### config.mk
export PLATFORM = sky130hd
export DESIGN_NAME = ps2_tx
export DESIGN_NICKNAME = d
export VERILOG_FILES = /design/src/rtl/ps2_pkg.sv /design/src/rtl/ps2_clk_filter.sv /design/src/rtl/ps2_tx.sv
export SDC_FILE = /design/constraint.sdc
export NUM_CORES = 1
export LEC_CHECK = 0
export BUFFER_PORTS_ARGS = -buffer_cell sky130_fd_sc_hd__buf_2
export CAP_MARGIN = 20
export CORE_MARGIN = 3
export CORE_UTILIZATION = 60
export CTS_CLUSTER_SIZE = 40
export DETAILED_ROUTE_END_ITERATION = 10
export GPL_TIMING_DRIVEN = 0
export PLACE_DENSITY = 0.77
export SLEW_MARGIN = 30
export SYNTH_ARGS = -nofsm -noshare
export SYNTH_HDL_FRONTEND = slang
export SYNTH_SLANG_ARGS = --single-unit
### constraint.sdc
create_clock -name clk -period 3.4 [get_ports clk]
set_clock_uncertainty 0.2 [all_clocks]
set_input_delay 0.34 -clock clk [delete_from_list [all_inputs] [get_ports clk]]
set_output_delay 0.34 -clock clk [all_outputs]
set_load 0.005 [all_outputs]
### src/rtl/ps2_pkg.sv
// Shared PS/2 definitions: transmitter state encoding, clock-filter default,
// odd-parity helper and the scan-code / command constants used by the
// receiver and keypad decode path.
package ps2_pkg;

   // Default number of consecutive equal ps2c samples needed to move the filtered clock
   localparam int unsigned FILTER_LEN_DEF = 8;

   // Transmitter states
   typedef enum logic [2:0] {
      ST_IDLE  = 3'd0,
      ST_RTS   = 3'd1,
      ST_START = 3'd2,
      ST_DATA  = 3'd3,
      ST_STOP  = 3'd4
   } tx_state_t;

   // Host commands
   localparam logic [7:0] CMD_SET_LEDS = 8'hED;
   localparam logic [7:0] CMD_RESET    = 8'hFF;

   // Device responses and scan-code prefixes seen by the receiver
   localparam logic [7:0] SC_ACK       = 8'hFA;
   localparam logic [7:0] SC_BREAK     = 8'hF0;
   localparam logic [7:0] SC_EXTEND    = 8'hE0;
   localparam logic [7:0] SC_BAT_OK    = 8'hAA;

   // Parity bit that makes the 9-bit word {parity, d} contain an odd number of ones
   function automatic logic odd_parity(input logic [7:0] d);
      return ~^d;
   endfunction

endpackage

### src/rtl/ps2_clk_filter.sv
// Debounces the sampled PS/2 clock line and flags its falling edges.
// Shared by the PS/2 receiver and transmitter.
//   clk, reset   : system clock, synchronous active-high reset
//   ps2c_in      : raw sampled PS/2 clock line
//   f_clk        : filtered clock level (registered)
//   fall_edge_c  : combinational, high in the cycle the filtered clock drops
module ps2_clk_filter
   import ps2_pkg::*;
#(
   parameter int unsigned FILTER_LEN = FILTER_LEN_DEF
) (
   input  logic clk,
   input  logic reset,
   input  logic ps2c_in,
   output logic f_clk,
   output logic fall_edge_c
);

   logic [FILTER_LEN-1:0] filter_reg;
   logic [FILTER_LEN-1:0] filter_next;
   logic                  f_next;

   // Filter state
   always_ff @(posedge clk) begin
      if (reset) begin
         filter_reg <= '0;
         f_clk      <= 1'b0;
      end else begin
         filter_reg <= filter_next;
         f_clk      <= f_next;
      end
   end

   // Filtered level only moves once the whole window agrees; otherwise it holds
   always_comb begin
      filter_next = {ps2c_in, filter_reg[FILTER_LEN-1:1]};
      f_next      = f_clk;
      if (&filter_next) begin
         f_next = 1'b1;
      end else if (~|filter_next) begin
         f_next = 1'b0;
      end
      fall_edge_c = f_clk & ~f_next;
   end

endmodule

### src/rtl/ps2_tx.sv
// Host-to-device PS/2 transmitter: request-to-send, then start bit, 8 data
// bits LSB-first, odd parity and stop bit clocked out by the device, then the
// device acknowledge is sampled. A watchdog aborts a stalled transfer.
//   clk, reset        : system clock, synchronous active-high reset
//   wr_ps2, din       : start strobe and byte to send (accepted only when idle)
//   ps2c_in, ps2d_in  : sampled PS/2 clock / data lines
//   ps2c_oe, ps2d_oe  : 1 = pull the line low, 0 = release
//   tx_idle           : high while idle (gates the receiver)
//   tx_done_tick      : one-cycle pulse once the ack has been sampled
//   ack_err           : with tx_done_tick, 1 = device did not ack
//   tx_err            : one-cycle pulse on watchdog timeout
module ps2_tx
   import ps2_pkg::*;
#(
   parameter int unsigned RTS_CYCLES     = 5000,
   parameter int unsigned FILTER_LEN     = FILTER_LEN_DEF,
   parameter int unsigned TIMEOUT_CYCLES = 1000000
) (
   input  logic       clk,
   input  logic       reset,
   input  logic       wr_ps2,
   input  logic [7:0] din,
   input  logic       ps2c_in,
   input  logic       ps2d_in,
   output logic       ps2c_oe,
   output logic       ps2d_oe,
   output logic       tx_idle,
   output logic       tx_done_tick,
   output logic       ack_err,
   output logic       tx_err
);

   localparam int unsigned RTS_W = (RTS_CYCLES > 1) ? $clog2(RTS_CYCLES) : 1;
   localparam int unsigned WD_W  = (TIMEOUT_CYCLES > 1) ? $clog2(TIMEOUT_CYCLES) : 1;

   tx_state_t        state_reg, state_next;
   logic [8:0]       b_reg, b_next;
   logic [3:0]       n_reg, n_next;
   logic [RTS_W-1:0] rts_reg, rts_next;
   logic [WD_W-1:0]  wd_reg, wd_next;

   logic ps2c_oe_next, ps2d_oe_next, tx_idle_next;
   logic tx_done_next, ack_err_next, tx_err_next;
   logic wd_expired_c;
   logic fall_edge_c;
   logic f_clk_unused;

   // The filtered level itself is only needed by the receiver
   ps2_clk_filter #(
      .FILTER_LEN (FILTER_LEN)
   ) u_clk_filter (
      .clk         (clk),
      .reset       (reset),
      .ps2c_in     (ps2c_in),
      .f_clk       (f_clk_unused),
      .fall_edge_c (fall_edge_c)
   );

   // State, datapath and output registers
   always_ff @(posedge clk) begin
      if (reset) begin
         state_reg    <= ST_IDLE;
         b_reg        <= '0;
         n_reg        <= '0;
         rts_reg      <= '0;
         wd_reg       <= '0;
         ps2c_oe      <= 1'b0;
         ps2d_oe      <= 1'b0;
         tx_idle      <= 1'b1;
         tx_done_tick <= 1'b0;
         ack_err      <= 1'b0;
         tx_err       <= 1'b0;
      end else begin
         state_reg    <= state_next;
         b_reg        <= b_next;
         n_reg        <= n_next;
         rts_reg      <= rts_next;
         wd_reg       <= wd_next;
         ps2c_oe      <= ps2c_oe_next;
         ps2d_oe      <= ps2d_oe_next;
         tx_idle      <= tx_idle_next;
         tx_done_tick <= tx_done_next;
         ack_err      <= ack_err_next;
         tx_err       <= tx_err_next;
      end
   end

   // Next-state and next-output logic
   always_comb begin
      state_next   = state_reg;
      b_next       = b_reg;
      n_next       = n_reg;
      rts_next     = rts_reg;
      wd_next      = wd_reg;
      tx_done_next = 1'b0;
      tx_err_next  = 1'b0;
      ack_err_next = ack_err;
      wd_expired_c = (wd_reg == WD_W'(TIMEOUT_CYCLES - 1));

      case (state_reg)
         ST_IDLE: begin
            if (wr_ps2) begin
               b_next     = {odd_parity(din), din};
               rts_next   = RTS_W'(RTS_CYCLES - 1);
               state_next = ST_RTS;
            end
         end
         ST_RTS: begin
            if (rts_reg == '0) begin
               wd_next    = '0;
               state_next = ST_START;
            end else begin
               rts_next = rts_reg - RTS_W'(1);
            end
         end
         ST_START, ST_DATA, ST_STOP: begin
            // Watchdog takes priority over a same-cycle device edge
            if (wd_expired_c) begin
               tx_err_next = 1'b1;
               state_next  = ST_IDLE;
            end else begin
               wd_next = wd_reg + WD_W'(1);
               if (fall_edge_c) begin
                  if (state_reg == ST_START) begin
                     n_next     = 4'd8;
                     state_next = ST_DATA;
                  end else if (state_reg == ST_DATA) begin
                     if (n_reg == 4'd0) begin
                        state_next = ST_STOP;
                     end else begin
                        b_next = {1'b0, b_reg[8:1]};
                        n_next = n_reg - 4'd1;
                     end
                  end else begin
                     ack_err_next = ps2d_in;
                     tx_done_next = 1'b1;
                     state_next   = ST_IDLE;
                  end
               end
            end
         end
         default: begin
            state_next = ST_IDLE;
         end
      endcase

      // Outputs decoded from the upcoming state so they change with it
      ps2c_oe_next = (state_next == ST_RTS);
      ps2d_oe_next = (state_next == ST_START) || ((state_next == ST_DATA) && !b_next[0]);
      tx_idle_next = (state_next == ST_IDLE);
   end

endmodule
Yosys cells after proc, flatten, opt, wreduce, memory -nomap -nowiden
Index checks and enable logic that the tools add are counted.

Word-level logic and storage cells: 91. Input bits: 13. Output and inout bits: 6. Flip-flop bits (word level): 64.

Equality and inequality tests: 17. $add $sub $neg: 3. Reductions and logical operators: 22. Mux-type cells: 28. Bitwise operators: 7.

Operator list (number): 9-bit two-way mux (6); 20-bit two-way mux (2); 20-bit case mux with 2 select lines (1); 13-bit two-way mux (2); 13-bit case mux with 2 select lines (1); 3-bit two-way mux (7); 20-bit by 1-bit adder with 20-bit output, second input constant (1); 20-bit equality test, second input constant (1); 2-bit inequality test, second input constant (9); 9-bit case mux with 2 select lines (1); 13-bit zero test (1); 13-bit by 1-bit subtractor with 13-bit output, second input constant (1); 3-bit by 2-bit equality test with 1-bit output, second input constant (4); 4-bit two-way mux (3); 5-bit AND reduction (2); 3-bit case mux with 3 select lines (1); 8-bit AND reduction (1); 2-bit nonzero test (4); 8-bit OR reduction (1); 8-bit XNOR reduction (1); 7-bit AND reduction (1); 3-bit by 1-bit equality test with 1-bit output, second input constant (2); 3-bit zero test (2); 1-bit NOT (6); 12 further kinds (16).

Depth between registers and ports, before layout
Word-level depth: 11. Gate-level depth with buffers: 9. Depth with buffers taken out: 7.

Hierarchy
From an unflattened synthesis, not the netlist that was laid out.

Cells, all modules: 330. Area total of the unflattened synthesis: 3014.1 µm².

Modules (own cells, without submodules): ps2_tx (seq. area each 1101.1 µm², cells an instance 307, times used 1, area an instance 2743.9 µm²); ps2_clk_filter (seq. area each 160.2 µm², cells an instance 23, times used 1, area an instance 270.3 µm²).

Worst setup path after synthesis
Ideal clock, no wire load.

Path kind: flip-flop to flip-flop. Start point: reg rts_reg[0]. End point: reg wd_reg[19]. Data required time: 3.129 ns. Path slack: 0.502 ns. Arrival: 2.628 ns. Buffers on the path: 0. Period minus slack after synthesis: 2.898 ns. Setup time: 0.071 ns. Stages on the path, launching flop included: 8. Path through: dfxtp_1 > inv_1 > ha_1 > or4b_2 > or4_4 > a2111o_1 > or4_1 > a21oi_1.

Cells in the longest elaborated chain, start to end: 3.

RTL lines: start: declaration (RTL line ps2_tx.sv:39) `logic [RTS_W-1:0] rts_reg, rts_next;`; start signal: assignment (RTL line ps2_tx.sv:77) `rts_reg <= rts_next;`; 13-bit zero test (RTL line ps2_tx.sv:109) `if (rts_reg == '0) begin`; 2-bit inequality test (no source line); 3-bit AND reduction (no source line); end signal: assignment (RTL line ps2_tx.sv:78) `wd_reg <= wd_next;`; end: declaration (RTL line ps2_tx.sv:40) `logic [WD_W-1:0] wd_reg, wd_next;`.

Every way passes these cells. A chain may end at the register's enable or synchronous reset.

Final worst setup path
Ends and elaborated chain as after synthesis.

==> results.toml <==
[timing]
worst_slew_pin_slew_ps = 812
final-hold-violation-count = 0
max_freq_mhz = 317
timing.max_slew.rel_slack_pct = 45.7
setup_viol = 0
grt_setup_unrepaired = "no"
period_minus_slack_ps = 3150
finalCritPeriodShare_pct = 92.7
finalMaxSlewViolations = 0
setup_tns_ps = 0

[pwr]
ir_drop_uv = 299
leakage_nw = 1.22
power_density_nw_per_um2 = 483
p_total_w = 0.00174

[final_layout]
drive_gt1_share_pct = 13.6
layout_commonest_cell = "dfxtp_1"
largest_reg_flops = 20
mostFrequentLayoutCells = "dfxtp_1, nand2_1, a21oi_1"
nets = 416
area_growth_pct = 13.6
post-route-util_pct = 73.2
diodes = 0

[run]
maxCapViolCount = 0

[logic_synthesis]
synth-edff-count = 0
ys_seq_area_share_pct = 39.8
synth_seq_cells = 63
synth_top_family_by_area = "simple AND/OR/NAND/NOR gates"
synthXorXnorAreaFrac_pct = 3.04
ys.flop_type = "dfxtp_1"
async_flop_share_pct = 0
netlist_area_sq_um = 3170
synth-simple-area-share_pct = 24.9
synthMuxAreaShare_pct = 3.24
synth_compound_area_share_pct = 23.1
ys_warn_count = 0
avgSynthCellArea_sq_um = 8.53
syn-num-nets = 388
synth_cells = 371
synthAdderAreaFrac_pct = 1.58
ys_types = 54

[clock_tree]
cts.htree.levels = 3
clk_path_buf_depth = 2
clock-sinks = 63
cts_hold_buf = 0
clockRootBuffer = "clkbuf_8"
clkLatencyLatePin_ps = 350
cts_tree = "built"
clk_pin_slew_ps = 70
cts_buffers = 9

[setup_path]
critPathKind = "reg2reg"
critical_path.cell_chain = "inv_1, ha_1, or4b_2, or4_4, a2111o_1, or4_1, a21oi_1"
r2r_slack_ps = 250
end_kind = "flop"
critPathLaunchType = "flop"
critPathMaxStageDelay_ps = 600
required_ps = 3470
cp_max_fo = 9
crit_path_top_delay_cell = "or4b_2"
crit_family = "simple AND/OR/NAND/NOR gates"
cp.arrival_ps = 3220
crit_buf_inv = 1
r2r_start = "rts_reg[0]"
cp-startpoint = "rts_reg[0]"

[route]
routed_wl_um = 7690
drt_pass1_iterations = 6
via_per_inst = 6.37
antenna_left = 0
post_drt_wl_per_cell_um = 16.3
drtIter0Drc = 305
drc_errors = 0
num_vias = 3002

[global_routing]
grt_antenna_before_repair = 0
first_global_vias = 2672
grt_util_all_layers_pct = 26.2
grt_max_degree = 12
grt_pass1_wl_um = 12800
overflow = 0

[floorplanning]
fp-row-count = 25
dieArea_sq_um = 6180
die_w_um = 78.6
die-height_um = 78.6
core_sq_um = 4910
ios = 19
initial_core_util_pct = 64.5

[placement]
io_buffers = 17
gp_congestion = 0.955
dpl.hpwl_um = 5250

[outcome]
status = "complete, no violations"

[min_path]
min_from = "ps2c_in"
hold_class = "in2reg"
==> final cells by class <==
class / count / area [sq um]
buffer: 22 / 93.8
clock buffer: 11 / 151
clock inverter: 5 / 80.1
fill: 391 / 1320
inverter: 11 / 41.3
multi-input combinational: 275 / 1800
sequential: 63 / 1260
tap: 67 / 83.8
timing repair buffer: 17 / 85.1
==> cell families after synthesis <==
group           after synthesis
compound gates              104
fa+ha+maj                     4
xor+xnor                     11
mux                          10
buf+inv                      33
simple gates                146
flops                        63
==> layer usage <==
layer  part of all wire [%]  wire, um  vias to the layer above  GRT usage, %
met5                      0         0                        -             0
met3                    6.9       531                       13          5.62
met1                     47      3610                     1414          36.3
li1                       -         -                     1453             -
met4                    1.5       117                        0          11.2
met2                     45      3430                      122          39.3
==> where the power goes <==
part           total, W  internal [W]  leakage (nW)  switching [W]
registers      0.000790      0.000767         0.513      0.0000229
logic          0.000197     0.0000809         0.599       0.000116
clock network  0.000749      0.000451         0.112       0.000298
==> path summary, 6_finish.rpt <==
path | to | depth (start not counted)
max | wd_reg[19] | 7
min | u_clk_filter.filter_reg[7] | 2
max reg2reg | wd_reg[19] | 7
min reg2reg | b_reg[6] | 2
==> Yosys cell counts (5+ instances only) <==
master,instances,area [sq um]
dfxtp_1,63,1260
nand2_1,44,165
a21oi_1,25,125
nor2_1,19,71.3
clkbuf_1,18,67.6
o21ai_0,16,80.1
nand3_1,12,60.1
inv_1,11,41.3
a2111o_1,10,113
or4_1,10,75.1
mux2i_1,8,80.1
nor2b_1,8,50.1
o2111ai_1,8,70.1
a211oi_1,7,52.6
a22oi_1,7,52.6
nand4_1,7,43.8
o22ai_1,7,43.8
xnor2_1,7,61.3
nor4_1,6,37.5
or3_1,6,37.5
o31ai_1,5,37.5
==> worst reg2reg max path, delay by kind of cell (launching register included) <==
| family | cells | cell delay [ps] |
|---|---|---|
| simple gates | 3 | 1570 |
| fa+ha+maj | 1 | 230 |
| flops | 1 | 340 |
| buf+inv | 1 | 80 |
| compound gates | 2 | 670 |
==> per-stage QoR <==
step	cells	instance area, sq um	hold WS (ps)	setup slack, ps
after CTS	471	3570	52.4	280
after detailed placement	455	3340	252	298
after global placement	455	3330	245	341
after global routing	471	3600	78.1	95.7
final	471	3600	53.2	249
after floorplan	371	3170	235	502
==> timing repair <==
item                                    in CTS  in global routing
endpoints found under the setup margin       0                 13
buffers inserted                             0                  0
resized for setup                            0                  1
(Power assumes the default switching activity.)
